File: config.mk
export PLATFORM = sky130hd
export DESIGN_NAME = fifo_uart_tx
export DESIGN_NICKNAME = d
export VERILOG_FILES = /design/src/rtl/fifo_uart_tx.sv
export SDC_FILE = /design/constraint.sdc
export NUM_CORES = 1
export LEC_CHECK = 0
export ABC_AREA = 1
export CORE_MARGIN = 1
export CORE_UTILIZATION = 50
export CTS_CLUSTER_DIAMETER = 150
export DETAILED_ROUTE_END_ITERATION = 12
export HOLD_SLACK_MARGIN = 0.02
export PLACE_DENSITY = 0.7
export SYNTH_ARGS = -nofsm -noshare
export SYNTH_HDL_FRONTEND = slang
export SYNTH_SLANG_ARGS = --single-unit
File: constraint.sdc
create_clock -name clk -period 1.74 [get_ports clk]
set_input_delay 0.174 -clock clk [delete_from_list [all_inputs] [get_ports clk]]
set_output_delay 0.174 -clock clk [all_outputs]
set_load 0.03 [all_outputs]
File: src/rtl/fifo_uart_tx.sv
// UART transmitter that drains a synchronous FIFO one byte per frame (8N1).
// Define UART_TX_PARITY_EN to insert an even-parity bit between data and stop.
module fifo_uart_tx #(
  parameter int unsigned CLKS_PER_BIT = 16,
  parameter int unsigned DATA_W       = 8
) (
  input  logic              clk,
  input  logic              rst,
  input  logic              fifo_empty,
  input  logic [DATA_W-1:0] fifo_rd_data,
  output logic              fifo_rd_en,
  output logic              tx,
  output logic              busy,
  output logic              tx_done
);

  localparam int unsigned CW = $clog2(CLKS_PER_BIT);
  localparam int unsigned IW = $clog2(DATA_W);

`ifdef UART_TX_PARITY_EN
  typedef enum logic [2:0] {IDLE, FETCH, LOAD, START, DATA, PARITY, STOP} state_t;
`else
  typedef enum logic [2:0] {IDLE, FETCH, LOAD, START, DATA, STOP} state_t;
`endif

  state_t            state;
  logic [CW-1:0]     cnt;
  logic [IW-1:0]     bit_idx;
  logic [DATA_W-1:0] shift;
  logic              bit_end;
`ifdef UART_TX_PARITY_EN
  logic              par;
`endif

  assign bit_end    = (cnt == CW'(CLKS_PER_BIT - 1));
  assign fifo_rd_en = (state == FETCH);

  always_ff @(posedge clk or posedge rst) begin
    if (rst) begin
      state   <= IDLE;
      cnt     <= '0;
      bit_idx <= '0;
      shift   <= '0;
      tx      <= 1'b1;
      busy    <= 1'b0;
      tx_done <= 1'b0;
`ifdef UART_TX_PARITY_EN
      par     <= 1'b0;
`endif
    end else begin
      tx_done <= 1'b0;
      case (state)
        IDLE: begin
          tx  <= 1'b1;
          cnt <= '0;
          if (!fifo_empty) begin
            state <= FETCH;
            busy  <= 1'b1;
          end
        end
        FETCH: state <= LOAD;
        LOAD: begin
          shift   <= fifo_rd_data;
`ifdef UART_TX_PARITY_EN
          par     <= ^fifo_rd_data;
`endif
          tx      <= 1'b0;
          cnt     <= '0;
          bit_idx <= '0;
          state   <= START;
        end
        START: begin
          if (bit_end) begin
            cnt   <= '0;
            tx    <= shift[0];
            state <= DATA;
          end else begin
            cnt <= cnt + 1'b1;
          end
        end
        DATA: begin
          if (bit_end) begin
            cnt   <= '0;
            shift <= {1'b0, shift[DATA_W-1:1]};
            if (bit_idx == IW'(DATA_W - 1)) begin
              bit_idx <= '0;
`ifdef UART_TX_PARITY_EN
              tx      <= par;
              state   <= PARITY;
`else
              tx      <= 1'b1;
              state   <= STOP;
`endif
            end else begin
              // shift is updated on this same edge, so the next bit is shift[1]
              bit_idx <= bit_idx + 1'b1;
              tx      <= shift[1];
            end
          end else begin
            cnt <= cnt + 1'b1;
          end
        end
`ifdef UART_TX_PARITY_EN
        PARITY: begin
          if (bit_end) begin
            cnt   <= '0;
            tx    <= 1'b1;
            state <= STOP;
          end else begin
            cnt <= cnt + 1'b1;
          end
        end
`endif
        STOP: begin
          if (bit_end) begin
            cnt     <= '0;
            state   <= IDLE;
            busy    <= 1'b0;
            tx_done <= 1'b1;
          end else begin
            cnt <= cnt + 1'b1;
          end
        end
        default: begin
          state <= IDLE;
          tx    <= 1'b1;
          busy  <= 1'b0;
        end
      endcase
    end
  end

endmodule

==> results.toml, run 1 <==
[sta]
final_hold_viol_count = 0
finalCritPeriodShare_pct = 96.5
worst_slew_pin_slew_ns = 0.345
final.min_clock_period_ns = 1.68
rsz0062_at_grt = "false"
max_slew_margin_pct = 76.9
clock_skew_ns = 0.00273
maxSlewViolCount = 0
fmaxAchievable_mhz = 596
fin_setup_tns_ns = 0
setup_violations = 0

[clocking]
cts.sinks = 21
cts_hold_buf = 0
root_buffer = "clkbuf_4"
htree_levels = 1
insertion_delay_ns = 0.30
clk_pin_slew_worst_paths_ns = 0.12
numCtsBuffers = 3
cts_tree = "built"
cts_max_path_buffers = 2

[floorplanning]
rows = 16
fp.coreArea_sq_um = 2040
initial_utilization_pct = 55.5
die_w_microns = 49.6
pin_count = 15
dieArea_sq_um = 2460
die_y_microns = 49.6

[layout]
fin_util_pct = 64.9
area.growth.synth_to_final_pct = 16.9
final_common_cell = "nand2_1"
diodes = 0
nets = 177
layout-drive-gt1-share_pct = 9.26
most-common-layout-cells = "43 x nand2_1, 20 x dfrtp_1, 19 x inv_1"

[grt]
grt_max_degree = 22
first_global_vias = 815
grt_usage_pct = 18.8
globalRoute.totalOverflow = 0
antenna_found_initial = 0
grt_pass1_wl_mm = 3.48

[detailed_routing]
vias = 955
drt_iter0_drc = 18
drt-vias-per-instance = 5.05
drt_pass1_iterations = 5
wl_mm = 2.03
drc = 0
routedWlPerCell_microns = 10.7
postRouteAntennaNets = 0

[placed_design]
dp_hpwl_mm = 1.45
io_buffers = 14
gp_congestion = 0.886

[pwr]
ir_worst_vdd_mv = 0.805
power_density_nw_per_um2 = 1710
p_leak_nw = 0.692

[worst_setup_path]
timing.rr.start = "cnt[0]"
crit_type = "flip-flop to output pin"
slowest_stage = "clkdlybuf4s50_1"
cp_data_arrival_time_ns = 1.50
startpoint_type = "flip-flop"
crit_chain = "clkdlybuf4s50_1"
cp_max_fo = 2
cpPeakStageDelay_ns = 0.66
required_ns = 1.57
cp_top_family = "buffers and inverters"
reg2reg_to = "shift[0]"
cp_num_buf_inv = 1
r2r_cells = 7
r2r_slack_ns = 0.13
crit_path_end_kind = "output pin"

[yosys]
synth_seq_cells = 21
synth_area_sq_um = 1130
yosys_warnings = 0
synth-simple-area-share_pct = 27.9
syn-num-nets = 159
yosysTopAreaCellShare_pct = 44.2
synth_top_family_by_area = "simple AND/OR/NAND/NOR gates"
synth_cell_type_count = 22
syn_inst = 145
ys_seq_area_share_pct = 46.5
synth_compound_area_share_pct = 11.6
yosys-mux-area-fraction_pct = 0
yosys-top-cells-area = "dfrtp_1 44%, nand2_1 14%, nand3_1 7.5%"
synthAdderAreaFrac_pct = 3.31
synth_top_cell_by_area = "dfrtp_1"
synthXorXnorAreaFrac_pct = 0.773
syn-mean-instance-area_sq_um = 7.82

[run_status]
status = "complete, no violations"

[worst_hold_path]
hold_path_class = "input port to asynchronous set/reset pin"

[flow_run]
maxCapViolCount = 0
Yosys cell counts:
library cell	n
nand2_1	43
dfrtp_1	20
inv_1	19
nand3_1	17
o21ai_0	14
nor2_1	5
buf_2	3
ha_1	3
o21ai_1	3
o21ai_2	3
buf_6	2
nand3b_1	2
nand4_1	2
a21oi_1	1
dfstp_2	1
inv_2	1
nand2_2	1
nor2_4	1
o211ai_1	1
o21a_1	1
or2_2	1
xor2_1	1
tightest hold or removal path, stage by stage:
cell and delay, ns:
clkdlybuf4s50_1 0.39, inv_1 0.05, buf_4 0.27
registers in the layout (all words and copies together) (netlist names):
signal,flops
tx_done,1
busy,1
cnt,4
state,3
shift,8
tx,1
bit_idx,3
final cells by class:
cell class                 count  area [sq um]
clock buffer                   4          26.3
sequential                    21           527
inverter                      20          75.1
tap                           27          33.8
fill                         188           717
timing repair buffer          18           169
multi-input combinational     99           494
worst max path at each step:
stage	depth (start not counted)	startpoint	end
floorplan	6	cnt[0]	bit_idx[0]
global placement	7	cnt[0]	bit_idx[2]
detailed placement	6	cnt[0]	bit_idx[0]
CTS	1	tx	tx
global route	7	cnt[0]	bit_idx[1]
finish	1	tx	tx
cell families (layout without fill, tap and decap cells):
group,Yosys count,in the layout
flops,21,21
fa+ha+maj,3,3
xor+xnor,1,1
compound gates,23,23
simple gates,72,72
buf+inv,25,42
layer usage:
layer	share of wire (%)	GRT usage, %
met5	0	0
met4	1.0	7.14
met3	4.6	3.70
met2	43	28.8
met1	51	26.0
power breakdown:
group	internal [mW]	switching [mW]	leakage, nW	total (mW)
Sequential	0.719	0.140	0.255	0.859
Combinational	0.433	0.731	0.422	1.16
Clock	0.0894	0.150	0.0150	0.239
repair_timing:
item | CTS | global route
buffers inserted | 0 | 0
endpoints found under the setup margin | 1 | 0
resized for setup | 1 | 0
metrics by stage:
stage	instance area (sq um)	hold WS (ns)	cells	setup WS (ns)	power, mW
floorplan	1130	0.150	145	0.388	1.76
global placement	1300	0.457	185	0.164	2.00
detailed placement	1300	0.460	185	0.161	2.04
CTS	1330	0.188	189	0.0489	2.27
global route	1330	0.213	189	0.00161	2.49
finish	1330	0.176	189	0.0610	2.26
(Power assumes the default switching activity.)
==> run 2: changes to the inputs <==
--- a/config.mk
+++ b/config.mk
@@ -6,12 +6,15 @@
 export NUM_CORES = 1
 export LEC_CHECK = 0
 export ABC_AREA = 1
+export CAP_MARGIN = 25
+export CELL_PAD_IN_SITES_DETAIL_PLACEMENT = 0
+export CELL_PAD_IN_SITES_GLOBAL_PLACEMENT = 1
 export CORE_MARGIN = 1
-export CORE_UTILIZATION = 50
+export CORE_UTILIZATION = 39
 export CTS_CLUSTER_DIAMETER = 150
 export DETAILED_ROUTE_END_ITERATION = 12
 export HOLD_SLACK_MARGIN = 0.02
-export PLACE_DENSITY = 0.7
+export PLACE_DENSITY = 0.74
 export SYNTH_ARGS = -nofsm -noshare
 export SYNTH_HDL_FRONTEND = slang
 export SYNTH_SLANG_ARGS = --single-unit
==> run 2 against run 1 <==
Via count is 2.0% lower. Clock-buffer cell count stayed put. Design area is 0.66% lower. Global-route usage is 3.2 points lower. Hold slack better by 0.0065 ns. Critical path depth stayed put. Combinational power is 3% lower. Cell count is 1.1% higher. Critical path type unchanged. Critical endpoint unchanged. Largest cell class unchanged. Highest routed layer unchanged.
==> results.toml, run 2 (synthesis results as in run 1) <==
[run_status]
status = "complete, no violations"

[pwr]
p_leak_nw = 0.678
total_power_mw = 2.24
ir_worst_vdd_mv = 0.929
power_density_nw_per_um2 = 1700

[floorplanning]
fp.coreArea_sq_um = 2760
rows = 19
die_y_microns = 55.9
pin_count = 15
initial_utilization_pct = 41.1
die_w_microns = 55.9
dieArea_sq_um = 3130

[clocking]
insertion_delay_ns = 0.30
cts.sinks = 21
cts_hold_buf = 0
cts_tree = "built"
htree_levels = 1
clk_pin_slew_worst_paths_ns = 0.12
numCtsBuffers = 3
root_buffer = "clkbuf_4"
post_cts_buffers = 0
cts_max_path_buffers = 2

[worst_setup_path]
crit_path_start = "tx"
cp_num_buf_inv = 1
cp_data_arrival_time_ns = 1.50
crit_chain = "clkdlybuf4s50_1"
cpPeakStageDelay_ns = 0.66
endpoint = "tx"
startpoint_type = "flip-flop"
cp_top_family = "buffers and inverters"
required_ns = 1.57
r2r_slack_ns = 0.18
cp.depth = 1
cp_max_fo = 2
r2r_cells = 7
reg2reg_to = "bit_idx[1]"
slowest_stage = "clkdlybuf4s50_1"
crit_type = "flip-flop to output pin"
crit_path_end_kind = "output pin"
timing.rr.start = "cnt[0]"

[sta]
maxSlewViolCount = 0
setup_violations = 0
fmaxAchievable_mhz = 598
max_slew_margin_pct = 79.5
fin_setup_tns_ns = 0
clock_skew_ns = 0.00951
final.min_clock_period_ns = 1.67
worst_slew_pin_slew_ns = 0.306
rsz0062_at_grt = "false"
final_hold_viol_count = 0
finalCritPeriodShare_pct = 96.1

[layout]
diodes = 0
layout-drive-gt1-share_pct = 8.13
nets = 175
largest_reg_flops = 8
multi_input_comb_area_sq_um = 494
layout.area.seq_sq_um = 527
most-common-layout-cells = "43 x nand2_1, 20 x dfrtp_1, 19 x inv_1"
largestRegisters = "shift x8, cnt x4"
final_common_cell = "nand2_1"
max_flop_register = "shift"
area.growth.synth_to_final_pct = 16.1
final.fill_count = 282

[placed_design]
gp_congestion = 0.875
dp_hpwl_mm = 1.60
io_buffers = 14

[detailed_routing]
vias = 936
wl_mm = 2.12
routedWlPerCell_microns = 11.1
postRouteAntennaNets = 0
drt-vias-per-instance = 4.90
drt_iter0_drc = 59
drc = 0
drt_pass1_iterations = 4

[grt]
globalRoute.totalOverflow = 0
first_global_vias = 906
grt_usage_pct = 15.6
grt_pass1_wl_mm = 3.81
antenna_found_initial = 0
grt_max_degree = 22

[worst_hold_path]
hold_path_class = "input port to asynchronous set/reset pin"

[flow_run]
maxCapViolCount = 0
[run 2: cell count changes in the layout (fill, tap and decap cells not counted), sizes merged]
cell / before / now
buf: 4 / 2
clkdlybuf4s15: 0 / 1
dlygate4sd2: 1 / 0
[run 2: report_power, final]
part / internal [mW] / switching, mW / total (mW)
sequential: 0.719 / 0.169 / 0.888
combinational: 0.409 / 0.711 / 1.12
clock: 0.0892 / 0.146 / 0.235
total: 1.22 / 1.03 / 2.24
[run 2: metal layers]
layer / up-vias / GRT usage (%) / wire length (microns)
li1: 498 / - / -
met1: 420 / 18.4 / 1020
met2: 14 / 27.2 / 1010
met3: 4 / 4.19 / 61
met4: 0 / 5.57 / 33
met5: - / 0 / 0
[run 2: worst reg2reg max path: stages (launching register included)]
cell     delay, ns
dfrtp_1       0.41
ha_1          0.19
nand3_1       0.23
o21ai_2       0.20
buf_4         0.24
inv_2         0.07
nand2_1       0.06
nand2_1       0.05
[run 2: area by class of cell]
type	instances	area share, %
repair buffers	16	11.8
well taps	31	2.95
inverters	20	5.70
clock buffers	4	2.00
multi-input cells	99	37.5
flip-flops and latches	21	40.0
[run 2: worst min path at each step]
stage	start	endpoint	slack, ns	cells past startpoint
finish	rst	cnt[1]	0.18	3
global route	rst	cnt[1]	0.21	3
CTS	rst	cnt[1]	0.19	3
detailed placement	tx	tx	0.47	2
global placement	tx	tx	0.46	2
floorplan	rst	bit_idx[0]	0.15	1
[run 2: through the flow]
step / std cells / hold WS, ns / setup slack, ns / area (sq um) / utilization (%)
finish: 191 / 0.183 / 0.0685 / 1320 / 47.7
global placement: 187 / 0.457 / 0.205 / 1290 / 46.8
detailed placement: 187 / 0.466 / 0.124 / 1290 / 46.8
global route: 191 / 0.205 / 0.0151 / 1320 / 47.7
floorplan: 145 / 0.150 / 0.388 / 1130 / -
CTS: 191 / 0.187 / 0.0450 / 1320 / 47.7
[run 2: timing repair]
| action | CTS | global route |
|---|---|---|
| pin swaps | 0 | 0 |
| endpoints found under the setup margin | 1 | 1 |
| resized for setup | 1 | 1 |
==> run 3: changes to the inputs <==
--- a/config.mk
+++ b/config.mk
@@ -10,11 +10,11 @@
 export CELL_PAD_IN_SITES_DETAIL_PLACEMENT = 0
 export CELL_PAD_IN_SITES_GLOBAL_PLACEMENT = 1
 export CORE_MARGIN = 1
-export CORE_UTILIZATION = 39
+export CORE_UTILIZATION = 42
 export CTS_CLUSTER_DIAMETER = 150
 export DETAILED_ROUTE_END_ITERATION = 12
 export HOLD_SLACK_MARGIN = 0.02
-export PLACE_DENSITY = 0.74
+export PLACE_DENSITY = 0.79
 export SYNTH_ARGS = -nofsm -noshare
 export SYNTH_HDL_FRONTEND = slang
 export SYNTH_SLANG_ARGS = --single-unit
==> constraint.sdc (replaced) <==
create_clock -name clk -period 2.1 [get_ports clk]
set_input_delay 0.21 -clock clk [delete_from_list [all_inputs] [get_ports clk]]
set_output_delay 0.21 -clock clk [all_outputs]
set_load 0.03 [all_outputs]
==> run 3 against run 2 <==
Sequential share of layout area about the same. Clock power decreased by 17%. Total power decreased by 18%. Sequential power decreased by 18%. Largest power group unchanged. Hold slack improved by 0.045 ns. Highest routed layer unchanged. Register-to-register slack improved by 0.36 ns.
==> results.toml, run 3 (synthesis results as in run 1) <==
[placed_design]
dp_slack_ns = 0.498
post-place-cells = 186
gp_congestion = 0.802
place_area_sq_um = 1290
dp_hpwl_mm = 1.55
io_buffers = 14

[grt]
first_global_vias = 877
grt_max_degree = 22
globalRoute.totalOverflow = 0
grt_pass1_wl_mm = 3.57
antenna_found_initial = 0
grt_usage_pct = 17.6

[layout]
instances_no_fill = 190
diodes = 0
layout.area.seq_sq_um = 527
final.fill_count = 260
multi_input_comb_area_sq_um = 494
fin_util_pct = 52.1
area.growth.synth_to_final_pct = 16.0
layout-drive-gt1-share_pct = 8.13
largest_reg_flops = 8
most-common-layout-cells = "43 x nand2_1, 20 x dfrtp_1, 19 x inv_1"
max_flop_register = "shift"
final_common_cell = "nand2_1"
largestRegisters = "shift x8, cnt x4"
nets = 175
stdcell_area_sq_um = 1320

[clocking]
cts_hold_buf = 0
root_buffer = "clkbuf_4"
cts_tree = "built"
clk_pin_slew_worst_paths_ns = 0.11
cts_max_path_buffers = 2
ctsResizeCount = 0
insertion_delay_ns = 0.30
htree_levels = 1
post_cts_buffers = 0
cts.sinks = 21
numCtsBuffers = 3

[run_status]
status = "complete, no violations"

[floorplanning]
dieArea_sq_um = 2910
die_y_microns = 54.0
fp.coreArea_sq_um = 2520
pin_count = 15
rows = 18
die_w_microns = 54.0
initial_utilization_pct = 44.9

[worst_hold_path]
hold_path_class = "input port to asynchronous set/reset pin"

[detailed_routing]
drt-vias-per-instance = 4.91
vias = 932
drt_pass1_iterations = 4
routedWlPerCell_microns = 10.9
wl_mm = 2.07
drt_iter0_drc = 11
postRouteAntennaNets = 0
drc = 0

[worst_setup_path]
cp_data_arrival_time_ns = 1.73
crit_path_end_kind = "output pin"
cp_max_fo = 6
required_ns = 1.89
startpoint_type = "flip-flop"
crit_type = "flip-flop to output pin"

[sta]
finalWorstSetupSlack_ns = 0.158
setup_violations = 0
final_hold_viol_count = 0
final.min_clock_period_ns = 1.94
maxSlewViolCount = 0
max_slew_margin_pct = 79.8
hold_ws_ns = 0.228
fmaxAchievable_mhz = 515
worst_slew_pin_slew_ns = 0.301
clock_skew_ns = 0.00148
rsz0062_at_grt = "false"
fin_setup_tns_ns = 0
finalCritPeriodShare_pct = 92.5

[pwr]
total_power_mw = 1.84
power_density_nw_per_um2 = 1400
ir_worst_vdd_mv = 0.626
p_leak_nw = 0.677

[flow_run]
maxCapViolCount = 0
[run 3: changes by cell type in the layout (fill, tap and decap cells not counted)]
cell,previous run,this run
clkdlybuf4s15_1,1,0
clkdlybuf4s50_1,13,14
[run 3: per-layer routing]
layer	vias up	wire length, microns	GRT usage (%)
met4	0	13	6.58
li1	495	-	-
met3	2	42	3.39
met2	8	1000	31.1
met5	-	0	0
met1	427	1010	20.8
[run 3: area by class of cell]
type | count | area share (%)
flip-flops and latches | 21 | 40.1
clock buffers | 4 | 2.00
well taps | 30 | 2.85
inverters | 20 | 5.71
multi-input cells | 99 | 37.6
repair buffers | 16 | 11.8
[run 3: path summary, 6_finish.rpt]
kind,from,to,slack (ns),cells after the start
hold / removal,rst,cnt[1],0.23,3
min in group clk,tx,tx,0.47,2
max in group asynchronous,rst,tx,1.60,3
setup reg to reg,cnt[0],bit_idx[2],0.54,7
hold reg to reg,tx,tx,0.47,2
setup / recovery,state[1],fifo_rd_en,0.16,4
[run 3: worst max-delay path, stage by stage (launching register included)]
cell and delay, ns:
dfrtp_1 0.47, inv_1 0.10, nand2_1 0.07, nor2_1 0.12, clkdlybuf4s50_1 0.68
[run 3: power by group]
group / switching [mW] / internal, mW
Sequential: 0.132 / 0.595
Clock: 0.120 / 0.0739
Combinational: 0.581 / 0.342
